==> src/rtl/hazard_ctrl_if.sv <==
// Pipeline-side signal bundle for hazard_ctrl: stage register fields in, stall/flush/forward controls out.
// HAZARD_PERF_EN adds the 32-bit stall_cnt performance counter output.
interface hazard_ctrl_if #(
  parameter int REG_AW = 5
);
  logic [REG_AW-1:0] rs1_id;
  logic [REG_AW-1:0] rs2_id;
  logic              use_rs1_id;
  logic              use_rs2_id;
  logic [REG_AW-1:0] rs1_ex;
  logic [REG_AW-1:0] rs2_ex;
  logic [REG_AW-1:0] rd_ex;
  logic [REG_AW-1:0] rd_mem;
  logic [REG_AW-1:0] rd_wb;
  logic              regw_ex;
  logic              regw_mem;
  logic              regw_wb;
  logic [1:0]        mem2reg_ex;
  logic              branch_taken_ex;
  logic              mem_req_mem;
  logic              dmem_ready;

  logic              stall_if;
  logic              stall_id;
  logic              stall_ex;
  logic              stall_mem;
  logic              flush_id;
  logic              flush_ex;
  logic              flush_wb;
  logic [1:0]        fwd_a;
  logic [1:0]        fwd_b;
  logic              mem_timeout;
`ifdef HAZARD_PERF_EN
  logic [31:0]       stall_cnt;
`endif

  // Pipeline datapath side: drives stage fields, consumes controls.
  modport master (
`ifdef HAZARD_PERF_EN
    input  stall_cnt,
`endif
    output rs1_id, rs2_id, use_rs1_id, use_rs2_id, rs1_ex, rs2_ex,
    output rd_ex, rd_mem, rd_wb, regw_ex, regw_mem, regw_wb, mem2reg_ex,
    output branch_taken_ex, mem_req_mem, dmem_ready,
    input  stall_if, stall_id, stall_ex, stall_mem, flush_id, flush_ex, flush_wb,
    input  fwd_a, fwd_b, mem_timeout
  );

  // Hazard controller side.
  modport slave (
`ifdef HAZARD_PERF_EN
    output stall_cnt,
`endif
    input  rs1_id, rs2_id, use_rs1_id, use_rs2_id, rs1_ex, rs2_ex,
    input  rd_ex, rd_mem, rd_wb, regw_ex, regw_mem, regw_wb, mem2reg_ex,
    input  branch_taken_ex, mem_req_mem, dmem_ready,
    output stall_if, stall_id, stall_ex, stall_mem, flush_id, flush_ex, flush_wb,
    output fwd_a, fwd_b, mem_timeout
  );
endinterface

==> src/rtl/hazard_ctrl.sv <==
// 5-stage pipeline hazard controller: load-use stall, branch flush, EX forwarding, dmem wait/timeout.
// Optional feature macro: HAZARD_PERF_EN (adds stall_cnt, counting cycles with stall_if asserted).
module hazard_ctrl #(
  parameter int REG_AW   = 5,
  parameter int MAX_WAIT = 16
) (
  input  logic          clk,
  input  logic          rst,
  hazard_ctrl_if.slave  hz
);

  typedef enum logic [1:0] {ST_RUN = 2'd0, ST_WAIT = 2'd1, ST_ERR = 2'd2} state_t;

  localparam logic [REG_AW-1:0] REG_ZERO   = '0;
  localparam logic [7:0]        MAX_WAIT_C = 8'(MAX_WAIT);

  state_t     state_q, state_d;
  logic [7:0] cnt_q, cnt_d;

  logic load_use;
  logic mem_busy;
  logic stall_all;
  logic eval_pipe;
  logic timeout;

  assign load_use = hz.regw_ex && (hz.mem2reg_ex == 2'b01) && (hz.rd_ex != REG_ZERO) &&
                    ((hz.use_rs1_id && (hz.rs1_id == hz.rd_ex)) ||
                     (hz.use_rs2_id && (hz.rs2_id == hz.rd_ex)));
  assign mem_busy = hz.mem_req_mem && !hz.dmem_ready;

  always_ff @(posedge clk) begin
    if (!rst) begin
      state_q <= ST_RUN;
      cnt_q   <= 8'd0;
    end else begin
      state_q <= state_d;
      cnt_q   <= cnt_d;
    end
  end

  // eval_pipe marks cycles where branch/load-use arbitration applies (no memory stall active).
  always_comb begin
    state_d   = state_q;
    cnt_d     = cnt_q;
    stall_all = 1'b0;
    eval_pipe = 1'b0;
    timeout   = 1'b0;
    case (state_q)
      ST_RUN: begin
        if (mem_busy) begin
          stall_all = 1'b1;
          state_d   = ST_WAIT;
          cnt_d     = 8'd1;
        end else begin
          eval_pipe = 1'b1;
        end
      end
      ST_WAIT: begin
        if (mem_busy) begin
          stall_all = 1'b1;
          if (cnt_q == MAX_WAIT_C) begin
            state_d = ST_ERR;
          end else begin
            cnt_d = cnt_q + 8'd1;
          end
        end else begin
          eval_pipe = 1'b1;
          state_d   = ST_RUN;
          cnt_d     = 8'd0;
        end
      end
      ST_ERR: begin
        stall_all = 1'b1;
        timeout   = 1'b1;
      end
      default: begin
        state_d = ST_RUN;
        cnt_d   = 8'd0;
      end
    endcase
  end

  logic branch_flush;
  logic lu_stall;

  // A taken branch squashes the consumer, so it suppresses the load-use stall.
  assign branch_flush = eval_pipe && hz.branch_taken_ex;
  assign lu_stall     = eval_pipe && !hz.branch_taken_ex && load_use;

  assign hz.stall_if    = rst && (stall_all || lu_stall);
  assign hz.stall_id    = rst && (stall_all || lu_stall);
  assign hz.stall_ex    = rst && stall_all;
  assign hz.stall_mem   = rst && stall_all;
  assign hz.flush_id    = rst && branch_flush;
  assign hz.flush_ex    = rst && (branch_flush || lu_stall);
  assign hz.flush_wb    = rst && stall_all;
  assign hz.mem_timeout = rst && timeout;

  assign hz.fwd_a = (hz.regw_mem && (hz.rd_mem != REG_ZERO) && (hz.rd_mem == hz.rs1_ex)) ? 2'b01 :
                    (hz.regw_wb  && (hz.rd_wb  != REG_ZERO) && (hz.rd_wb  == hz.rs1_ex)) ? 2'b10 :
                                                                                          2'b00;
  assign hz.fwd_b = (hz.regw_mem && (hz.rd_mem != REG_ZERO) && (hz.rd_mem == hz.rs2_ex)) ? 2'b01 :
                    (hz.regw_wb  && (hz.rd_wb  != REG_ZERO) && (hz.rd_wb  == hz.rs2_ex)) ? 2'b10 :
                                                                                          2'b00;

`ifdef HAZARD_PERF_EN
  logic [31:0] stall_cnt_q;

  always_ff @(posedge clk) begin
    if (!rst) begin
      stall_cnt_q <= 32'd0;
    end else if (hz.stall_if) begin
      stall_cnt_q <= stall_cnt_q + 32'd1;
    end
  end

  assign hz.stall_cnt = stall_cnt_q;
`endif

endmodule

==> src/flat_wrapper.sv <==
// flat-port wrapper written by rule: the top's interface ports become plain ports
module hazard_ctrl_flat 
#(
  parameter int REG_AW   = 5,
  parameter int MAX_WAIT = 16
)
  (clk, rst, hz_rs1_id, hz_rs2_id, hz_use_rs1_id, hz_use_rs2_id, hz_rs1_ex, hz_rs2_ex, hz_rd_ex, hz_rd_mem, hz_rd_wb, hz_regw_ex, hz_regw_mem, hz_regw_wb, hz_mem2reg_ex, hz_branch_taken_ex, hz_mem_req_mem, hz_dmem_ready, hz_stall_if, hz_stall_id, hz_stall_ex, hz_stall_mem, hz_flush_id, hz_flush_ex, hz_flush_wb, hz_fwd_a, hz_fwd_b, hz_mem_timeout);
  hazard_ctrl_if #(.REG_AW(REG_AW)) hz_i ();
  input  logic clk;
  input  logic rst;
  input wire logic [$bits(hz_i.rs1_id)-1:0] hz_rs1_id;
  input wire logic [$bits(hz_i.rs2_id)-1:0] hz_rs2_id;
  input wire logic [$bits(hz_i.use_rs1_id)-1:0] hz_use_rs1_id;
  input wire logic [$bits(hz_i.use_rs2_id)-1:0] hz_use_rs2_id;
  input wire logic [$bits(hz_i.rs1_ex)-1:0] hz_rs1_ex;
  input wire logic [$bits(hz_i.rs2_ex)-1:0] hz_rs2_ex;
  input wire logic [$bits(hz_i.rd_ex)-1:0] hz_rd_ex;
  input wire logic [$bits(hz_i.rd_mem)-1:0] hz_rd_mem;
  input wire logic [$bits(hz_i.rd_wb)-1:0] hz_rd_wb;
  input wire logic [$bits(hz_i.regw_ex)-1:0] hz_regw_ex;
  input wire logic [$bits(hz_i.regw_mem)-1:0] hz_regw_mem;
  input wire logic [$bits(hz_i.regw_wb)-1:0] hz_regw_wb;
  input wire logic [$bits(hz_i.mem2reg_ex)-1:0] hz_mem2reg_ex;
  input wire logic [$bits(hz_i.branch_taken_ex)-1:0] hz_branch_taken_ex;
  input wire logic [$bits(hz_i.mem_req_mem)-1:0] hz_mem_req_mem;
  input wire logic [$bits(hz_i.dmem_ready)-1:0] hz_dmem_ready;
  output wire logic [$bits(hz_i.stall_if)-1:0] hz_stall_if;
  output wire logic [$bits(hz_i.stall_id)-1:0] hz_stall_id;
  output wire logic [$bits(hz_i.stall_ex)-1:0] hz_stall_ex;
  output wire logic [$bits(hz_i.stall_mem)-1:0] hz_stall_mem;
  output wire logic [$bits(hz_i.flush_id)-1:0] hz_flush_id;
  output wire logic [$bits(hz_i.flush_ex)-1:0] hz_flush_ex;
  output wire logic [$bits(hz_i.flush_wb)-1:0] hz_flush_wb;
  output wire logic [$bits(hz_i.fwd_a)-1:0] hz_fwd_a;
  output wire logic [$bits(hz_i.fwd_b)-1:0] hz_fwd_b;
  output wire logic [$bits(hz_i.mem_timeout)-1:0] hz_mem_timeout;
  assign hz_i.rs1_id = hz_rs1_id;
  assign hz_i.rs2_id = hz_rs2_id;
  assign hz_i.use_rs1_id = hz_use_rs1_id;
  assign hz_i.use_rs2_id = hz_use_rs2_id;
  assign hz_i.rs1_ex = hz_rs1_ex;
  assign hz_i.rs2_ex = hz_rs2_ex;
  assign hz_i.rd_ex = hz_rd_ex;
  assign hz_i.rd_mem = hz_rd_mem;
  assign hz_i.rd_wb = hz_rd_wb;
  assign hz_i.regw_ex = hz_regw_ex;
  assign hz_i.regw_mem = hz_regw_mem;
  assign hz_i.regw_wb = hz_regw_wb;
  assign hz_i.mem2reg_ex = hz_mem2reg_ex;
  assign hz_i.branch_taken_ex = hz_branch_taken_ex;
  assign hz_i.mem_req_mem = hz_mem_req_mem;
  assign hz_i.dmem_ready = hz_dmem_ready;
  assign hz_stall_if = hz_i.stall_if;
  assign hz_stall_id = hz_i.stall_id;
  assign hz_stall_ex = hz_i.stall_ex;
  assign hz_stall_mem = hz_i.stall_mem;
  assign hz_flush_id = hz_i.flush_id;
  assign hz_flush_ex = hz_i.flush_ex;
  assign hz_flush_wb = hz_i.flush_wb;
  assign hz_fwd_a = hz_i.fwd_a;
  assign hz_fwd_b = hz_i.fwd_b;
  assign hz_mem_timeout = hz_i.mem_timeout;
  hazard_ctrl #(.REG_AW(REG_AW), .MAX_WAIT(MAX_WAIT)) u_core (.clk(clk), .rst(rst), .hz(hz_i));
endmodule
==> config.mk <==
export PLATFORM = sky130hd
export DESIGN_NAME = hazard_ctrl_flat
export DESIGN_NICKNAME = d
export VERILOG_FILES = /design/src/rtl/hazard_ctrl_if.sv /design/src/rtl/hazard_ctrl.sv /design/src/flat_wrapper.sv
export SDC_FILE = /design/constraint.sdc
export NUM_CORES = 1
export LEC_CHECK = 0
export BUFFER_PORTS_ARGS = -buffer_cell sky130_fd_sc_hd__buf_2
export CAP_MARGIN = 20
export CORE_ASPECT_RATIO = 0.6
export CORE_UTILIZATION = 38
export DETAILED_ROUTE_END_ITERATION = 10
export PLACE_DENSITY = 0.79
export SYNTH_ARGS = -nofsm -noshare
export SYNTH_HDL_FRONTEND = slang
export SYNTH_SLANG_ARGS = --single-unit
==> constraint.sdc <==
create_clock -name clk -period 4.1 [get_ports clk]
set_input_delay 0.82 -clock clk [delete_from_list [all_inputs] [get_ports clk]]
set_output_delay 0.82 -clock clk [all_outputs]
set_load 0.005 [all_outputs]
# Word level (Yosys, flattened, before mapping)
# Cells that the tools add are included.
# word_totals
ff_bits	10
output_inout_bits	12
word_cells	66
# classes
n_addsub	1
n_eq_ne	13
mux	17
bitwise_logic	1
n_reduce_logical	32
# op_table
cell	n
== test 5 bit	6
2-to-1 mux 8 bit	3
one-hot mux 8 bit (3 select lines)	1
logical AND 1 bit	20
nonzero test 5 bit	3
2-to-1 mux 2 bit	7
adder 8 x 1 -> 8 bit, second input constant	1
== test 8 x 5 -> 1 bit, second input constant	1
inequality test 3 bit, second input constant	2
one-hot mux 2 bit (3 select lines)	1
AND reduction 3 bit	2
== test 2 x 1 -> 1 bit, second input constant	2
2-to-1 mux 1 bit	4
logical OR 1 bit	3
== test 2 bit, second input constant	1
logical NOT 1 bit	2
logical NOT 2 bit	1
inequality test 2 x 1 -> 1 bit, second input constant	1
one-hot mux 1 bit (2 select lines)	1
OR reduction 2 bit	1
NOT 1 bit	1

# Longest topological paths before layout
# Gate-level depths: netlist (run 1).
# logic_depth
depth_word	8
depth_mapped	6

# Worst setup path after synthesis (run 1)
# No wires, ideal clock.
# synth_timing
kind	input to output
start	input hz_rd_mem[0]
end	output hz_fwd_a[1]
arrival_ps	1860
setup_slack_ps	1420
path_stages	4
path_buffers	0
cell_sequence	or4_1 > o21ai_2 > nor4_1 > nor4_2
# synth_between
elab_chain_len	4
# synth_rtl
element	line	source
start, declared	flat_wrapper.sv:18	input wire logic [$bits(hz_i.rd_mem)-1:0] hz_rd_mem;
nonzero test 5 bit	hazard_ctrl.sv:99	assign hz.fwd_a = (hz.regw_mem && (hz.rd_mem != REG_ZERO) && (hz.rd_mem == hz.rs1_ex)) ? 2'b01 :
logical AND 1 bit	hazard_ctrl.sv:99	
logical AND 1 bit *	hazard_ctrl.sv:99	
2-to-1 mux 2 bit *	hazard_ctrl.sv:99	
end, declared	flat_wrapper.sv:34	output wire logic [$bits(hz_i.fwd_a)-1:0] hz_fwd_a;
# Mark *: on every way between the ends. The rest lies on a longest branch, timed or not.

# Final worst setup path (run 1)
# Ends and elaborated chain as after synthesis.

==> results of run 1 <==
==> tightest hold or removal path, cell delays in order, from the launching register on <==
cell and delay [ns]:
dfxtp_1 0.34, xor2_1 0.08, nor2_1 0.07
==> registers in the layout, summed over array words and instances, names as in the netlist <==
signal	cells
u_core.cnt_q	8
u_core.state_q	2
==> area by class of cell <==
| cell class | instances | area [µm²] |
|---|---|---|
| fillers | 238 | 1160 |
| multi-input cells | 111 | 797 |
| repair buffers | 58 | 290 |
| flip-flops and latches | 10 | 200 |
| clock buffers | 4 | 55.1 |
| well taps | 32 | 40.0 |
| inverters | 4 | 15.0 |
==> layer usage <==
layer / global-route usage, % / vias up / wire [µm]
li1: - / 580 / -
met1: 29.8 / 512 / 1450
met2: 26.2 / 19 / 1120
met3: 3.56 / 0 / 86
met4: 1.20 / 0 / 0
met5: 0 / - / 0
==> kinds of logic (layout without fill, tap and decap cells) <==
family / Yosys count / in the layout / synth area share, %
and+or+nand+nor: 52 / 52 / 30.3
xor gates and xnor gates: 35 / 35 / 29.2
buffers and inverters: 11 / 66 / 5.00
adders and majority gates: 2 / 2 / 2.38
AOI/OAI and AO/OA: 22 / 22 / 14.1
DFF: 10 / 10 / 19.1
==> power by group through the flow <==
stage	Clock [W]	Combinational, W	Sequential (W)
2_1_floorplan	0	0.0000419	0.000102
3_5_place_dp	0	0.0000800	0.000104
3_3_place_gp	0	0.0000798	0.000104
5_1_grt	0.000129	0.0000893	0.000103
6_report	0.000122	0.0000808	0.000102
4_1_cts	0.000125	0.0000804	0.000102
==> per-stage QoR <==
step	total power [W]	hold slack (ns)	instances	cell area, µm²
detailed placement	0.000184	0.512	215	1340
finish	0.000305	0.528	219	1400
global route	0.000321	0.551	219	1400
CTS	0.000307	0.526	219	1400
global placement	0.000184	0.504	215	1340
floorplan	0.000144	0.473	132	1050
==> how the worst min path moves through the flow <==
stage          cells after the start       startpoint               to  slack (ns)
5_1_grt                            2  u_core.cnt_q[7]  u_core.cnt_q[7]        0.55
4_1_cts                            2  u_core.cnt_q[7]  u_core.cnt_q[7]        0.53
2_1_floorplan                      2  u_core.cnt_q[7]  u_core.cnt_q[7]        0.47
3_5_place_dp                       2  u_core.cnt_q[7]  u_core.cnt_q[7]        0.51
3_3_place_gp                       2  u_core.cnt_q[7]  u_core.cnt_q[7]        0.50
6_report                           2  u_core.cnt_q[7]  u_core.cnt_q[7]        0.53
==> layout by cell type, fill, tap and decap left out, types with 4 or more instances in the layout <==
cell type	Yosys	layout
buf_2	0	58
clkbuf_8	0	4
dfxtp_1	10	10
inv_1	4	4
nand2_1	12	12
nand3_1	4	4
nor2_1	4	4
nor4_1	5	5
o21ai_0	4	4
or4_1	5	5
xnor2_1	10	10
xor2_1	25	25
==> results.md, run 1 <==
* N_diodes at 0
* Dpl hpwl at about 2200 µm
* Top FF cell, synth: dfxtp_1
* Slowest cell on the critical path: or4_1
* Leak at 0.625 nW
* Final Max Tran Viols at 0
* Crit Path Max Fanout at 3
* Startpoint Class: primary input
* Flop pwr share at 33.4%
* Worst skew pair latency at 0.23 ns
* CP Depth at 6
* Avg Cell Area, Syn at ~8 µm²
* Grt ovf at 0
* Die Ht at between 40 and 50 µm
* Hold Path Class: register to register
* Net total in the final layout at between 200 and 250
* Sw Ratio at around a quarter
* P&R area growth vs syn at 33.1%
* Pin count of the biggest net entering global routing at 18
* Setup-failing EPs final at 0
* Peak Freq at 334 MHz
* CP startpoint: hz_rd_mem[0]
* RSZ-0062 raised after global routing: false
* Setup slack, reg-to-reg at roughly 2.7 ns
* Layout cells sized above 1 at a little over a third
* Final WL at 2660 µm
* Post_cts resized at 0
* Status: completed
* Hold buffer count at cts at 0
* Setup WS pre-CTS at 1.13 ns
* Post-synth top area share at between 20% and 30%
* Worst setup EP type: output port
* Horiz. Die Dim at 69.9 µm
* Vias at 1111
* Area leader, netlist: xor2_1
* WP data required at about 3.3 ns
* Wire per inst at between 10 and 15 µm
* Post-synth EDFFs at 0
* PnR worst setup slack at roughly 1.1 ns
* Critical path cell sequence: buf_2 -> or4_1 -> o21ai_2 -> nor4_1 -> nor4_2 -> buf_2
* Clk buf depth at 2
* Final count of hold timing violations at 0
* Highest ir drop seen on vdd at 0.205 mV
* Iteration count of the initial detailed-routing pass at 4
* TritonCTS buffer count at 3
* H-Tree Depth at 1
* Clock slew seen by the registers of the worst setup and hold paths at 0.05 ns
* WP buf/inv at 2
* Post-synthesis sequential area ratio at 19.1%
* R2R depth at 4
* Largest delay share family, worst path: simple AND/OR/NAND/NOR gates
* FFs w/ async S/R, synth at 0%
* Combinational Power Share at 26.5%
* Area of the core at roughly 2600 µm²
* Final Util at 54.6%
* Worst-Margin Slew at roughly 0.54 ns
* Period utilisation layout at 73.0%
* Syn nets at 181
* Synth top area cells: xor2_1 (21%), dfxtp_1 (19%), xnor2_1 (8.3%)
* Clock Root Buffer: clkbuf_8
* Syn. warnings at 0
* CP Capture Point: hz_fwd_a[1]
* Critical path class: primary input to output port
* Vias in the first global route at 997
* Remaining DRCs at 0
* Slowest Stage Delay on Critical Path at 0.57 ns
* Worst Path Arrival at around 2.2 ns
* Yosys reg bits at 10
* MaxCap Viol Count at 0
* Crit path time final at approximately 3 ns
* Global-route wire length before repair at 4470 µm
* Sink Count at 10
* Total global-route track usage at a little under a fifth
* Slew Limit Headroom at 63.6%
* PwrDens at 218 nW/µm²
* RR Endpoint: u_core.cnt_q[3]
* Commonest cells post-synth: xor2_1 (25), nand2_1 (12), dfxtp_1 (10), xnor2_1 (10)
* Cells after Synth at 132
* Pint at roughly 0.00022 W
* Final ANT Viol Nets at 0
* Initial DRC Count at 41
* CTS tree: yes
* Count leader, synth: xor2_1
* Net Sw Power at slightly above 0.00008 W
* Num ports at 59
* Total setup buffers inserted after CTS at 0
* Initial Utilization at 41.0%
* DR vias/cell at 5.07
* Row cnt at 14
* Synthesized area at ~1000 µm²
* Sum of negative setup slack at 0 ns
* Clock group share of total power at 40.1%
* Die footprint at 2980 µm²
* GP Congestion at 0.866
* IO buf count at 58
* Layout Skew at 0.00125 ns
* Cell mode on critical path: buf_2
* Library cells used by synthesis at 39
* Initial antenna violation count at 0
* Reg2reg start: u_core.state_q[1]
No activity file was read; power rests on OpenSTA's default activity.
==> run 2, diff against run 1 <==
--- a/config.mk
+++ b/config.mk
@@ -10,7 +10,7 @@
 export CORE_ASPECT_RATIO = 0.6
 export CORE_UTILIZATION = 38
 export DETAILED_ROUTE_END_ITERATION = 10
-export PLACE_DENSITY = 0.79
+export PLACE_DENSITY = 0.82
 export SYNTH_ARGS = -nofsm -noshare
 export SYNTH_HDL_FRONTEND = slang
 export SYNTH_SLANG_ARGS = --single-unit
==> constraint.sdc (replaced) <==
create_clock -name clk -period 2.47 [get_ports clk]
set_input_delay 0.494 -clock clk [delete_from_list [all_inputs] [get_ports clk]]
set_output_delay 0.494 -clock clk [all_outputs]
set_load 0.005 [all_outputs]
==> run 2 against run 1 <==
Net effect: worst setup slack worse by 0.98 ns; largest power group unchanged; core utilization up 0.29 points; count of clock-buffer cells in the layout unchanged; total power up 67%; register-to-register slack worse by 1.6 ns; global-route usage up 0.96 points; largest cell class unchanged; combinational power up 68%; flip-flop and latch count unchanged; sequential power up 67%; clock power up 66%; non-clock buffer count up 1.
==> results.md, run 2 (synthesis results as in run 1) <==
* Design Power at roughly 0.0005 W
* Hold EP: u_core.cnt_q[7]
* Met1 WL at 1450 µm
* Final Max Tran Viols at 0
* Worst Path Arrival at 1.85 ns
* HP Start: u_core.cnt_q[7]
* Highest ir drop seen on vdd at 0.331 mV
* Num ports at 59
* Placed cell area at 1350 µm²
* Grt ovf at 0
* Worst-Margin Slew at 0.538 ns
* Leading cell type in the layout, fill and taps excluded: buf_2
* MaxCap Viol Count at 0
* Global-route wire length before repair at 4690 µm
* P&R area growth vs syn at 33.9%
* Die footprint at 2980 µm²
* Layout cells sized above 1 at 36.7%
* Most frequent cells in the layout: buf_2 (58), xor2_1 (25), nand2_1 (12), xnor2_1 (10), dfxtp_1 (10)
* Horiz. Die Dim at 69.9 µm
* Max reg flops at 8
* Clk buf depth at 2
* Hold Path Stages at 2
* PnR worst setup slack at roughly 0.13 ns
* Total global-route track usage at 19.5%
* IO buf count at 58
* Die Ht at 42.7 µm
* Area of the core at roughly 2600 µm²
* Setup WS pre-CTS at 0.144 ns
* Remaining DRCs at 0
* Sum of negative setup slack at 0 ns
* Vias at 1159
* WP data required at 1.98 ns
* Crit path time final at 2.34 ns
* PwrDens at 362 nW/µm²
* Net total in the final layout at 238
* Dpl hpwl at 2260 µm
* Top flop regs: u_core.cnt_q: 8 flops, u_core.state_q: 2 flops
* Cell mode on critical path: buf_2
* RR Endpoint: u_core.cnt_q[1]
* H-Tree Depth at 1
* Setup-failing EPs final at 0
* Hold Path Class: register to register
* Startpoint Class: primary input
* Initial Utilization at 41.0%
* Leak at 0.630 nW
* Wire per inst at between 10 and 15 µm
* RSZ-0062 raised after global routing: false
* CTS tree: yes
* Hold buffer count at cts at 0
* Initial antenna violation count at 0
* Hold_ws at 0.519 ns
* Met3 wire length at between 100 and 150 µm
* Max layer used: met4
* Slowest cell on the critical path: or4_1
* Slowest Stage Delay on Critical Path at 0.57 ns
* Initial DRC Count at 33
* Pin count of the biggest net entering global routing at 18
* R2R depth at 6
* Register with the most flip-flops: u_core.cnt_q
* Vias in the first global route at 1053
* Setup slack, reg-to-reg at a little over 1 ns
* Layout Skew at 0.00425 ns
* Post_cts resized at 0
* Clock Root Buffer: clkbuf_8
* Period utilisation layout at between 90% and 100%
* Slew Limit Headroom at between 60% and 70%
* Peak Freq at 427 MHz
* Status: completed
* # fillers at roughly 230
* Worst setup EP type: output port
* Clock slew seen by the registers of the worst setup and hold paths at around 0.040 ns
* DR vias/cell at 5.27
* Worst skew pair latency at 0.24 ns
* GP Congestion at 0.816
* Finished layout cell area at 1410 µm²
* N_diodes at 0
* Critical path class: primary input to output port
* Total setup buffers inserted after CTS at 0
* Sink Count at 10
* Final WL at 2790 µm
* Final count of hold timing violations at 0
* Crit Path Max Fanout at 3
* Reg2reg start: u_core.cnt_q[0]
* Row cnt at 14
* WL met2 at about 1200 µm
* Final ANT Viol Nets at 0
* Iteration count of the initial detailed-routing pass at 4
* TritonCTS buffer count at 3
* Critical path cell sequence: buf_2 -> or4_1 -> o21ai_2 -> nor4_1 -> nor4_2 -> buf_2
-- run 2: cell types whose count changed in the layout (fill, tap and decap cells not counted) --
cell   delta
buf_4     +1
-- run 2: layer usage --
metal / vias up / global-route usage [%]
li1: 582 / -
met5: - / 0
met2: 27 / 25.8
met3: 7 / 5.70
met4: 0 / 5.60
met1: 543 / 29.9
-- run 2: area by class of cell --
cell class                      instances  area, µm²  area share (%)
Clock buffer                            4       55.1            3.92
Tap cell                               32       40.0            2.85
Inverter                                4       15.0            1.07
Timing Repair Buffer                   59        298            21.2
Sequential cell                        10        200            14.2
Multi-Input combinational cell        111        797            56.7
-- run 2: report_power, final --
group | switching [W] | leakage, nW | internal [W]
registers | 0.00000535 | 0.0809 | 0.000164
clock network | 0.0000624 | 0.0288 | 0.000140
logic | 0.0000672 | 0.520 | 0.0000692
-- run 2: how the worst max path moves through the flow --
stage                            start          end  slack, ns
after floorplan           hz_rd_mem[0]  hz_fwd_a[1]       0.44
after global placement    hz_rd_mem[0]  hz_fwd_a[1]       0.18
after detailed placement  hz_rd_mem[0]  hz_fwd_a[1]       0.14
after CTS                 hz_rd_mem[0]  hz_fwd_b[1]       0.14
after global routing      hz_rd_mem[0]  hz_fwd_b[1]       0.06
final                     hz_rd_mem[0]  hz_fwd_a[1]       0.13
-- run 2: stage by stage --
stage,util [%],std cells
after floorplan,-,132
after global placement,52.8,216
after detailed placement,52.8,216
after CTS,54.9,220
after global routing,54.9,220
final,54.9,220
-- run 2: critical path: cells and delay by family --
kind                   cells  cell delay [ns]
AO/OA/AOI/OAI              1             0.16
AND/OR/NAND/NOR            3             0.92
buffers and inverters      2             0.27
